## config.mk

```make
export PLATFORM = sky130hd
export DESIGN_NAME = float_multiplier_pipelined
export DESIGN_NICKNAME = d
export VERILOG_FILES = /design/src/rtl/float_multiplier_pipelined.sv
export SDC_FILE = /design/constraint.sdc
export NUM_CORES = 1
export LEC_CHECK = 0
export ABC_AREA = 1
export CORE_ASPECT_RATIO = 1.75
export CORE_MARGIN = 4
export CORE_UTILIZATION = 59
export CTS_CLUSTER_DIAMETER = 100
export DETAILED_ROUTE_END_ITERATION = 6
export MAX_ROUTING_LAYER = met4
export PLACE_DENSITY = 0.82
export SYNTH_ARGS = -nofsm -noshare
export SYNTH_HDL_FRONTEND = slang
export SYNTH_SLANG_ARGS = --single-unit
```

## constraint.sdc

```tcl
create_clock -name clock -period 2 [get_ports clock]
set_input_delay 0.4 -clock clock [delete_from_list [all_inputs] [get_ports clock]]
set_output_delay 0.4 -clock clock [all_outputs]
set_load 0.005 [all_outputs]
```

## src/rtl/float_multiplier_pipelined.sv

```systemverilog
// Generic sign/exponent/mantissa float multiplier (any EXP_BITS/MAN_BITS), optional RNE via FMUL_ROUND_RNE_EN.
// Latency 3 cycles accept-to-out_valid, throughput one pair per cycle, results in order.
// Backpressure: whole pipe holds when out_valid & !out_ready; in_ready = !out_valid | out_ready.
module float_multiplier_pipelined #(
    parameter int EXP_BITS      = 8,
    parameter int MAN_BITS      = 7,
    parameter int IEEE_SPECIALS = 1
) (
    input  logic                       clock,
    input  logic                       reset,
    input  logic                       in_valid,
    output logic                       in_ready,
    input  logic [EXP_BITS+MAN_BITS:0] a,
    input  logic [EXP_BITS+MAN_BITS:0] b,
    output logic                       out_valid,
    input  logic                       out_ready,
    output logic [EXP_BITS+MAN_BITS:0] y
);
    localparam int EW   = EXP_BITS + 2;          // signed exponent width, covers ea+eb-bias+2
    localparam int PW   = 2 * MAN_BITS + 2;      // full significand product width
    localparam int BIAS = (1 << (EXP_BITS - 1)) - 1;
    localparam int EMAX = (1 << EXP_BITS) - 1;
    localparam bit IEEE = (IEEE_SPECIALS != 0);
`ifdef FMUL_ROUND_RNE_EN
    localparam bit RNE = 1'b1;
`else
    localparam bit RNE = 1'b0;
`endif
    localparam logic [EXP_BITS-1:0]    EXP_ONES = '1;
    localparam logic [MAN_BITS-1:0]    MAN_ONES = '1;
    localparam logic [MAN_BITS-1:0]    MAN_MSB  = {1'b1, {(MAN_BITS-1){1'b0}}};
    localparam logic [MAN_BITS-1:0]    NAN_MAN  = IEEE ? MAN_MSB : MAN_ONES;
    localparam logic [MAN_BITS-1:0]    SAT_MAN  = MAN_ONES - 1'b1;
    localparam logic signed [EW-1:0]   EMAX_S   = EW'(EMAX);

    // ---------------- global stall ----------------
    logic w_adv;
    logic r_out_valid;
    logic [EXP_BITS+MAN_BITS:0] r_y;

    assign w_adv     = !r_out_valid || out_ready;
    assign in_ready  = w_adv;
    assign out_valid = r_out_valid;
    assign y         = r_y;

    // ---------------- S1: unpack, classify, multiply ----------------
    logic                w_sa, w_sb;
    logic [EXP_BITS-1:0] w_ea, w_eb;
    logic [MAN_BITS-1:0] w_ma, w_mb;
    logic w_a_zero, w_b_zero, w_a_inf, w_b_inf, w_a_nan, w_b_nan;
    logic w_nan1, w_inf1, w_zero1;
    logic [PW-1:0]        w_prod1;
    logic signed [EW-1:0] w_exp1;

    assign {w_sa, w_ea, w_ma} = a;
    assign {w_sb, w_eb, w_mb} = b;

    // exp==0 covers zero and subnormals, which are flushed
    assign w_a_zero = (w_ea == '0);
    assign w_b_zero = (w_eb == '0);
    assign w_a_inf  = IEEE && (w_ea == EXP_ONES) && (w_ma == '0);
    assign w_b_inf  = IEEE && (w_eb == EXP_ONES) && (w_mb == '0);
    assign w_a_nan  = (w_ea == EXP_ONES) && (IEEE ? (w_ma != '0) : (w_ma == MAN_ONES));
    assign w_b_nan  = (w_eb == EXP_ONES) && (IEEE ? (w_mb != '0) : (w_mb == MAN_ONES));

    assign w_nan1  = w_a_nan || w_b_nan || (w_a_inf && w_b_zero) || (w_b_inf && w_a_zero);
    assign w_inf1  = (w_a_inf || w_b_inf) && !w_nan1;
    assign w_zero1 = (w_a_zero || w_b_zero) && !w_nan1 && !w_inf1;
    assign w_prod1 = PW'({1'b1, w_ma}) * PW'({1'b1, w_mb});
    assign w_exp1  = EW'(w_ea) + EW'(w_eb) - EW'(BIAS);

    logic                 r_v1, r_s1, r_nan1, r_inf1, r_zero1;
    logic [PW-1:0]        r_prod1;
    logic signed [EW-1:0] r_exp1;

    // S1 register: capture operand pair product and class flags
    always_ff @(posedge clock or negedge reset) begin
        if (!reset) begin
            r_v1    <= 1'b0;
            r_s1    <= 1'b0;
            r_nan1  <= 1'b0;
            r_inf1  <= 1'b0;
            r_zero1 <= 1'b0;
            r_prod1 <= '0;
            r_exp1  <= '0;
        end else if (w_adv) begin
            r_v1    <= in_valid;
            r_s1    <= w_sa ^ w_sb;
            r_nan1  <= w_nan1;
            r_inf1  <= w_inf1;
            r_zero1 <= w_zero1;
            r_prod1 <= w_prod1;
            r_exp1  <= w_exp1;
        end
    end

    // ---------------- S2: normalise and round ----------------
    logic [PW-1:0]        w_norm;
    logic signed [EW-1:0] w_exp_n, w_exp2;
    logic [MAN_BITS-1:0]  w_man_t;
    logic                 w_guard, w_sticky, w_rnd_up;
    logic [MAN_BITS:0]    w_man_r;

    // product is in [1,4): align so the hidden bit sits at the MSB
    assign w_norm   = r_prod1[PW-1] ? r_prod1 : (r_prod1 << 1);
    assign w_exp_n  = r_exp1 + EW'(r_prod1[PW-1]);
    assign w_man_t  = w_norm[PW-2 -: MAN_BITS];
    assign w_guard  = w_norm[MAN_BITS];
    assign w_sticky = |w_norm[MAN_BITS-1:0];
    assign w_rnd_up = RNE && w_guard && (w_sticky || w_man_t[0]);
    // carry out of the mantissa leaves it zero and bumps the exponent
    assign w_man_r  = {1'b0, w_man_t} + (MAN_BITS+1)'(w_rnd_up);
    assign w_exp2   = w_exp_n + EW'(w_man_r[MAN_BITS]);

    logic                 r_v2, r_s2, r_nan2, r_inf2, r_zero2;
    logic [MAN_BITS-1:0]  r_man2;
    logic signed [EW-1:0] r_exp2;

    // S2 register: rounded mantissa and final unclamped exponent
    always_ff @(posedge clock or negedge reset) begin
        if (!reset) begin
            r_v2    <= 1'b0;
            r_s2    <= 1'b0;
            r_nan2  <= 1'b0;
            r_inf2  <= 1'b0;
            r_zero2 <= 1'b0;
            r_man2  <= '0;
            r_exp2  <= '0;
        end else if (w_adv) begin
            r_v2    <= r_v1;
            r_s2    <= r_s1;
            r_nan2  <= r_nan1;
            r_inf2  <= r_inf1;
            r_zero2 <= r_zero1;
            r_man2  <= w_man_r[MAN_BITS-1:0];
            r_exp2  <= w_exp2;
        end
    end

    // ---------------- S3: range/special resolve and pack ----------------
    logic                       w_unf, w_ovf;
    logic [EXP_BITS+MAN_BITS:0] w_y3;

    assign w_unf = r_exp2[EW-1] || (r_exp2 == '0);
    // fn formats keep exp all-ones as finite except the all-ones NaN code
    assign w_ovf = IEEE ? (r_exp2 >= EMAX_S)
                        : ((r_exp2 > EMAX_S) || ((r_exp2 == EMAX_S) && (r_man2 == MAN_ONES)));

    // select final encoding: NaN > Inf > zero > underflow > overflow > normal
    always_comb begin
        w_y3 = {r_s2, r_exp2[EXP_BITS-1:0], r_man2};
        if (r_nan2)
            w_y3 = {1'b0, EXP_ONES, NAN_MAN};
        else if (r_inf2)
            w_y3 = {r_s2, EXP_ONES, {MAN_BITS{1'b0}}};
        else if (r_zero2 || w_unf)
            w_y3 = {r_s2, {(EXP_BITS+MAN_BITS){1'b0}}};
        else if (w_ovf)
            w_y3 = IEEE ? {r_s2, EXP_ONES, {MAN_BITS{1'b0}}} : {r_s2, EXP_ONES, SAT_MAN};
    end

    // output register: y only updates when a real result moves in
    always_ff @(posedge clock or negedge reset) begin
        if (!reset) begin
            r_out_valid <= 1'b0;
            r_y         <= '0;
        end else if (w_adv) begin
            r_out_valid <= r_v2;
            if (r_v2)
                r_y <= w_y3;
        end
    end
endmodule

```

==> results.md, run 1 <==
* Initial antenna violation count at 0
* Exit stage: detailed routing
* Prevailing post-synth register cell: dfrtp_1
* Clk sink count at 63
* Vias in the first global route at 5426
* Netlist Area Pre-Place at 0.00545 mm²
* Initial Util at 0.603
* Synth warnings at 0
* DP HPWL at 10.8 mm
* Post-synth ARST share at 1.00
* H-Tree Level Count at 3
* Gate Count Post-Synth at 711
* # port buffers at 53
* Clock root cell: clkbuf_16
* Worst endpoint after global-route timing repair: r_prod1[15]$_DFFE_PN0N_/D
* Worst ep type: register data pin
* Hold Buf Count CTS at 0
* Max Root-Sink Buffers at 2
* Outcome: did not finish
* Largest area contributor in the netlist: dfrtp_1
* DP Worst Slack at -2.49 ns
* Top cell type's share of synthesized area at 0.289
* Num CTS Buffers at 9
* Synthesized Nets at 832
* Routability cong. at 0.899
* Post-synth EDFFs at 0
* Post-synthesis average cell area at 7.67 µm²
* Yosys cell types at 41
* Die Ht at 135 µm
* Die width at 80.7 µm
* Pin count of the biggest net entering global routing at 64
* Seq cells post-synth at 63
* Grt ovf at 0
* Err: [ERROR DRT-0255] Maze Route cannot find path of net clock in worker of routeBox ( 48300 0 ) ( 80655 48300 ).
* Global Route Usage Sum at 0.290
* Seq/Total Area, Yosys at 0.289
* Ports at 54
* First-pass GRT wire length at 23.9 mm
* Placed cells at 929
* Area contributors post-synth: dfrtp_1 (29%), nand2_1 (14%), fa_1 (13%)
* Cell Rows at 46
per-stage QoR:
| stage | area, µm² | hold slack (ns) |
|---|---|---|
| global placement | 6670 | 0.430 |
| CTS | 7140 | 0.0863 |
| detailed placement | 6670 | 0.429 |
| floorplan | 5620 | 0.104 |
| global route | 7340 | 0.108 |
synthesized netlist by cell type, types with 2 or more instances:
| master | count |
|---|---|
| buf_2 | 4 |
| nor2_4 | 3 |
| o211ai_1 | 3 |
| xnor2_1 | 3 |
| o21ai_0 | 30 |
| ha_1 | 49 |
| xor2_1 | 5 |
| nor2_1 | 49 |
| inv_1 | 130 |
| nor3_1 | 3 |
| a21oi_1 | 26 |
| fa_1 | 36 |
| a31oi_1 | 2 |
| clkbuf_1 | 16 |
| nand4_1 | 8 |
| inv_2 | 2 |
| nand3_1 | 25 |
| o21ai_1 | 8 |
| o21a_1 | 3 |
| o21ai_2 | 8 |
| or2_2 | 2 |
| o22ai_1 | 3 |
| nand2_2 | 5 |
| nor2_8 | 2 |
| nor4_1 | 4 |
| nand2_1 | 205 |
| dfrtp_1 | 63 |
metal layers:
| layer | GRT usage |
|---|---|
| met2 | 0.544 |
| met5 | - |
| met4 | 0.156 |
| met1 | 0.273 |
| met3 | 0.0413 |
cells by family after synthesis:
group / after synthesis / share of synthesized area
adder cells (fa/ha/maj): 85 / 0.245
AO/OA/AOI/OAI: 90 / 0.101
AND/OR/NAND/NOR: 311 / 0.244
XOR/XNOR: 8 / 0.0129
buffers and inverters: 154 / 0.109
flip-flops: 63 / 0.289
what timing repair did:
action | 4_1_cts | 5_1_grt
endpoints found under the setup margin | 15 | 16
cloned | 0 | 0
pin swaps | 40 | 33
resized for setup | 124 | 48
setup buffers | 3 | 3
==> run 2: changes to the inputs <==
==> config.mk (replaced) <==
export PLATFORM = sky130hd
export DESIGN_NAME = float_multiplier_pipelined
export DESIGN_NICKNAME = d
export VERILOG_FILES = /design/src/rtl/float_multiplier_pipelined.sv
export SDC_FILE = /design/constraint.sdc
export NUM_CORES = 1
export LEC_CHECK = 0
export ABC_AREA = 1
export CORE_MARGIN = 4
export CORE_UTILIZATION = 40
export DETAILED_ROUTE_END_ITERATION = 6
export PLACE_DENSITY_LB_ADDON = 0.15
export SYNTH_ARGS = -nofsm -noshare
export SYNTH_HDL_FRONTEND = slang
export SYNTH_SLANG_ARGS = --single-unit
==> results.md, run 2 <==
* Outcome: finished, violations left (was did not finish)
* Failing checks: negative setup slack
* Die ar. at 0.0156 mm²
* Critical path arrival at 3.72 ns
* Most frequent cell after synthesis: nand2_1 (unchanged)
* Synth top cells by count: nand2_1 (205), inv_1 (130), dfrtp_1 (63) (unchanged)
* Num CTS Buffers at 9 (unchanged)
* Top cell type's share of synthesized area at 0.289 (unchanged)
* Critical path's top delay family: adder cells
* Largest register FFs at 16
* Max Root-Sink Buffers at 2 (unchanged)
* Skew final at 0.00692 ns
* Buf/Inv on CP at 6
* Via density at 4.65
* Largest area contributor in the netlist: dfrtp_1 (unchanged)
* WL met2 at 6.16 mm
* Gate Count Post-Synth at 711 (unchanged)
* First-pass GRT wire length at 21.4 mm (was 23.9 mm)
* FILL cells at 1226
* Post-route met1 wirelength at 5.60 mm
* Slew @ Worst Pin at 0.352 ns
* Final slew viol count at 0
* Die width at 125 µm (was 80.7 µm)
* Commonest non-fill, non-tap cells in the layout: nand2_1 (185), inv_1 (114), buf_4 (70)
* DR pass1 iterations at 4
* Seq cells post-synth at 63 (unchanged)
* Vias post-DR at 4707
* Prevailing post-synth register cell: dfrtp_1 (unchanged)
* DP HPWL at 9.79 mm (was 10.8 mm)
* DRT iter0 DRCs at 213
* Crit end category: register
* Routability cong. at 0.922 (was 0.899)
* Initial antenna violation count at 0 (unchanged)
* Pin count of the biggest net entering global routing at 64 (unchanged)
* Hold_ws at 0.0746 ns
* Met3 routed WL at 296 µm
* Die Ht at 125 µm (was 135 µm)
* Fraction of layout cells with a size suffix above 1 at 0.263
* CTS tree: yes
* Initial Util at 0.410 (was 0.603)
* Crit path launch: a[3]
* Nets@finish at 953
* Netlist Area Pre-Place at 0.00545 mm² (unchanged)
* Most common cell after layout, fill and taps aside: nand2_1
* Seq/Total Area, Yosys at 0.289 (unchanged)
* Crit path depth at 17
* Final min period at 3.51 ns
* Fin worst setup slack at -1.51 ns
* Unrepaired setup endpoints after global routing: true
* Clock insertion delay at the later pin of the skew report at 0.33 ns
* Crit Path Class: in2reg
* Flop2flop setup slack at 0.32 ns
* DRC violation count after routing at 0
* Synthesized Nets at 832 (unchanged)
* Clock-pin transition on the worst setup and hold timing paths at 0.05 ns
* Critical path's most frequent cell: fa_1
* Register area at 0.00158 mm²
* Worst VDD drop at 0.528 mV
* # port buffers at 53 (unchanged)
* Ports at 54 (unchanged)
* Pleak at 3.90 nW
* PD cells at 1230 mW/mm²
* Slowest CP cell: fa_1
* Area of the multi-input gates at 0.00373 mm²
* Area contributors post-synth: dfrtp_1 (29%), nand2_1 (14%), fa_1 (13%) (unchanged)
* Final ANT Viol Nets at 0
* Number of max-cap violations at 0
* FF-to-FF Start: r_prod1[15]
* Max FO, Critical Path at 6
* Worst R2R End: r_exp2[8]
* Clock root cell: clkbuf_16 (unchanged)
* Hold Buf Count CTS at 0 (unchanged)
* Crit path launch type: input port
* Total power at 9.24 mW
* Grt ovf at 0 (unchanged)
* Synth warnings at 0 (unchanged)
* Post-synthesis average cell area at 7.67 µm² (unchanged)
* CP required at 2.21 ns
* Cell Rows at 42 (was 46)
* Crit share post-route at 1.75
* Yosys cell types at 41 (unchanged)
* Drt wl/cell at 12.2 µm
* Vias in the first global route at 4739 (was 5426)
* Global Route Usage Sum at 0.162 (was 0.290)
* Detailed Route WL at 12.3 mm
* Crit path capture: r_prod1[8]
* CP peak stage delay at 0.54 ns
* Post-synth EDFFs at 0 (unchanged)
* Register-to-Register Path Depth at 10
* Final Hold Vio Count at 0
* Clk sink count at 63 (unchanged)
* H-Tree Level Count at 3 (unchanged)
* Post-synth ARST share at 1.00 (unchanged)
* Uppermost layer routed: met4
* Slew Limit Headroom at 0.764
* N_diodes at 0
* Area Overhead vs Synth at 38.2%
* # setup viols final at 9
* Crit path cell chain: buf_8, nand2_4, inv_2, fa_1, inv_2, fa_1, inv_1, fa_1, inv_1, fa_1, inv_2, ha_4, a21oi_4, o21ai_2, nor2_1, xor2_1, o21ai_1
* Hold WC Path Type: in2async
* Core box area at 0.0133 mm²
* Highest Clock Rate at 285 MHz
run 2: layout make-up:
type                       count  area share
inverter                     133      0.0666
multi-input combinational    494       0.495
tap                          176      0.0292
clock buffer                  14      0.0390
clock inverter                 2     0.00465
timing repair buffer         131       0.156
sequential                    63       0.209
run 2: per-layer routing:
layer,up-vias,GRT usage
met5,-,0
li1,2450,-
met3,18,0.0184
met4,0,0.0638
met2,77,0.284
met1,2162,0.205
run 2: cell families after synthesis:
family / Yosys count / synth area share
AO/OA/AOI/OAI: 90 / 0.101
adder cells (fa/ha/maj): 85 / 0.245
AND/OR/NAND/NOR: 311 / 0.244
buffers and inverters: 154 / 0.109
XOR/XNOR: 8 / 0.0129
flip-flops: 63 / 0.289
run 2: through the flow:
step                area, µm²   util  std cells  TNS, ns  setup slack (ns)
floorplan                5620      -        711   -14.96             -1.76
global placement         6820  0.513        993   -23.36             -2.39
detailed placement       6820  0.513        993   -23.48             -2.40
CTS                      7280  0.548       1011   -13.01             -1.53
global route             7530  0.567       1013   -14.32             -1.67
finish                   7530  0.567       1013   -12.87             -1.51
run 2: report_power, final:
group	internal, mW	switching (mW)
clock	1.13	0.514
sequential	1.80	0.342
combinational	2.51	2.95
run 2: worst min-delay path by stage:
stage / start / to / slack [ns] / cells after the start
after detailed placement: reset / y[1] / 0.44 / 2
after global placement: reset / y[4] / 0.43 / 2
after CTS: reset / y[1] / 0.09 / 2
after floorplan: reset / out_valid / 0.10 / 0
final: reset / y[1] / 0.07 / 2
after global routing: reset / y[1] / 0.11 / 2
run 2: what timing repair did:
| item | CTS | global route |
|---|---|---|
| endpoints found under the setup margin | 13 | 14 |
| pin swaps | 32 | 38 |
| setup buffers | 3 | 2 |
| resized for setup | 110 | 62 |
run 2: worst reg2reg max path, cell delays in order, from the launching register on:
cell,delay [ns]
dfrtp_1,0.35
ha_1,0.19
ha_1,0.19
nand3_1,0.10
nor2_1,0.18
nand2_1,0.07
nor2_1,0.14
nand2_1,0.08
xnor2_1,0.12
nand2_1,0.06
o21ai_0,0.08
(Power assumes the default switching activity.)
==> run 3: changes to the inputs <==
--- a/config.mk
+++ b/config.mk
@@ -8,6 +8,7 @@
 export ABC_AREA = 1
 export CORE_MARGIN = 4
 export CORE_UTILIZATION = 40
+export CTS_BUF_LIST = sky130_fd_sc_hd__clkbuf_8 sky130_fd_sc_hd__clkbuf_16
 export DETAILED_ROUTE_END_ITERATION = 6
 export PLACE_DENSITY_LB_ADDON = 0.15
 export SYNTH_ARGS = -nofsm -noshare
==> results of run 3 <==
The final DEF is identical to that of run 2; final timing and power are the same.
==> run 4: changes to the inputs <==
--- a/config.mk
+++ b/config.mk
@@ -11,6 +11,7 @@
 export CTS_BUF_LIST = sky130_fd_sc_hd__clkbuf_8 sky130_fd_sc_hd__clkbuf_16
 export DETAILED_ROUTE_END_ITERATION = 6
 export PLACE_DENSITY_LB_ADDON = 0.15
+export REMOVE_ABC_BUFFERS = 1
 export SYNTH_ARGS = -nofsm -noshare
 export SYNTH_HDL_FRONTEND = slang
 export SYNTH_SLANG_ARGS = --single-unit
==> results.md, run 4 (synthesized netlist as in run 2, its figures left out) <==
* Buf/Inv on CP at 7 (was 6)
* Num CTS Buffers at 9 (unchanged)
* Clk sink count at 63 (unchanged)
* Vias post-DR at 4780 (was 4707)
* Hold WC Path Type: in2async (unchanged)
* Highest Clock Rate at 280 MHz (was 285 MHz)
* Drt wl/cell at 12.1 µm (was 12.2 µm)
* Largest register FFs at 16 (unchanged)
* Outcome: finished, violations left (unchanged)
* Crit share post-route at 1.79 (was 1.75)
* Final slew viol count at 0 (unchanged)
* Crit Path Class: in2reg (unchanged)
* Most common cell after layout, fill and taps aside: nand2_1 (unchanged)
* Final ANT Viol Nets at 0 (unchanged)
* Final min period at 3.58 ns (was 3.51 ns)
* Critical path arrival at 3.82 ns (was 3.72 ns)
* Initial antenna violation count at 0 (unchanged)
* Crit path cell chain: buf_8, nand2_2, inv_2, fa_1, inv_2, fa_1, inv_2, fa_1, inv_1, fa_1, inv_2, ha_4, nand2_8, o21ai_4, inv_1, nand2_1, xor2_1, nand2_1, o21ai_2 (was buf_8, nand2_4, inv_2, fa_1, inv_2, fa_1, inv_1, fa_1, inv_1, fa_1, inv_2, ha_4, a21oi_4, o21ai_2, nor2_1, xor2_1, o21ai_1)
* Commonest non-fill, non-tap cells in the layout: nand2_1 (186), inv_1 (117), buf_4 (73) (was nand2_1 (185), inv_1 (114), buf_4 (70))
* Hold_ws at 0.0375 ns (was 0.0746 ns)
* Post-route met1 wirelength at 5.78 mm (was 5.60 mm)
* Placed cells at 994 (was 993)
* Clock-pin transition on the worst setup and hold timing paths at 0.05 ns (about the same)
* Pleak at 3.92 nW (was 3.90 nW)
* Grt ovf at 0 (unchanged)
* Fraction of layout cells with a size suffix above 1 at 0.254 (was 0.263)
* N_diodes at 0 (unchanged)
* Routability cong. at 0.904 (was 0.922)
* # setup viols final at 9 (unchanged)
* Die Ht at 125 µm (unchanged)
* Final Hold Vio Count at 0 (unchanged)
* Clock insertion delay at the later pin of the skew report at 0.32 ns (was 0.33 ns)
* Area Overhead vs Synth at 38.1% (was 38.2%)
* Cell Rows at 42 (unchanged)
* Slew @ Worst Pin at 0.499 ns (was 0.352 ns)
* Die width at 125 µm (unchanged)
* Uppermost layer routed: met4 (unchanged)
* Nets@finish at 960 (was 953)
* CP peak stage delay at 0.54 ns (about the same)
* Via density at 4.69 (was 4.65)
* DP HPWL at 9.65 mm (was 9.79 mm)
* Initial Util at 0.410 (unchanged)
* Ports at 54 (unchanged)
* CTS tree: yes (unchanged)
* DRC violation count after routing at 0 (unchanged)
* Total power at 9.32 mW (was 9.24 mW)
* Unrepaired setup endpoints after global routing: true (unchanged)
* Pin count of the biggest net entering global routing at 51 (was 64)
* Slowest CP cell: fa_1 (unchanged)
* Max Root-Sink Buffers at 2 (unchanged)
* PD cells at 1240 mW/mm² (was 1230 mW/mm²)
* Met3 routed WL at 447 µm (was 296 µm)
* WL met2 at 5.80 mm (was 6.16 mm)
* Vias in the first global route at 4841 (was 4739)
* Crit end category: register (unchanged)
* CP required at 2.25 ns (was 2.21 ns)
* First-pass GRT wire length at 22.1 mm (was 21.4 mm)
* DR pass1 iterations at 5 (was 4)
* Worst VDD drop at 0.661 mV (was 0.528 mV)
* Slew Limit Headroom at 0.667 (was 0.764)
* Final core utilization at 0.566 (was 0.567)
* Crit path launch type: input port (unchanged)
* Hold Buf Count CTS at 0 (unchanged)
* Failing checks: negative setup slack (unchanged)
* Number of max-cap violations at 0 (unchanged)
* Clock root cell: clkbuf_16 (unchanged)
* Die ar. at 0.0156 mm² (unchanged)
* Critical path's top delay family: adder cells (unchanged)
* Post-route setup TNS at -13.47 ns (was -12.87 ns)
* Max FO, Critical Path at 5 (was 6)
* Global Route Usage Sum at 0.168 (was 0.162)
* Fin worst setup slack at -1.58 ns (was -1.51 ns)
* DRT iter0 DRCs at 233 (was 213)
* Layout Cells excl Fill at 1020 (was 1013)
* # port buffers at 53 (unchanged)
* H-Tree Level Count at 3 (unchanged)
* Detailed Route WL at 12.4 mm (was 12.3 mm)
* Core box area at 0.0133 mm² (unchanged)
* Skew final at 0.00382 ns (was 0.00692 ns)
## run 4: metrics by stage
step	instance area, µm²	setup slack (ns)
after floorplan	5360	-1.87
after global placement	6710	-2.48
after detailed placement	6710	-2.59
after CTS	7400	-1.51
after global routing	7520	-1.72
final	7520	-1.58
## run 4: metal layers
metal / GRT usage / vias to the layer above
met3: 0.0257 / 25
li1: - / 2465
met2: 0.276 / 105
met5: 0 / -
met1: 0.221 / 2185
met4: 0.0664 / 0
## run 4: worst paths after layout
path	endpoint	slack (ns)	cells past startpoint	startpoint
worst max register to register	r_exp2[8]	0.32	10	r_prod1[15]
worst min register to register	r_inf2	0.48	2	r_inf1
worst max-delay path	r_prod1[9]	-1.58	19	b[2]
worst min-delay path	y[1]	0.04	1	reset
max in group asynchronous	r_exp1[4]	1.37	2	reset
min in group clock	r_inf2	0.48	2	r_inf1
## run 4: report_power, final
group,internal (mW),switching [mW]
clock,1.05,0.511
combinational,2.64,2.98
sequential,1.80,0.337
total,5.49,3.83
## run 4: what timing repair did
item,in CTS,in global routing
pin swaps,53,20
gates resized for setup,147,35
setup buffers,7,3
endpoints found under the setup margin,12,14
## run 4: area by class of cell
| class | instances | area (µm²) |
|---|---|---|
| well taps | 176 | 220 |
| fillers | 1195 | 5770 |
| inverters | 133 | 502 |
| repair buffers | 138 | 1240 |
| flip-flops and latches | 63 | 1580 |
| multi-input cells | 494 | 3670 |
| clock buffers | 12 | 267 |
| clock inverters | 4 | 43.8 |
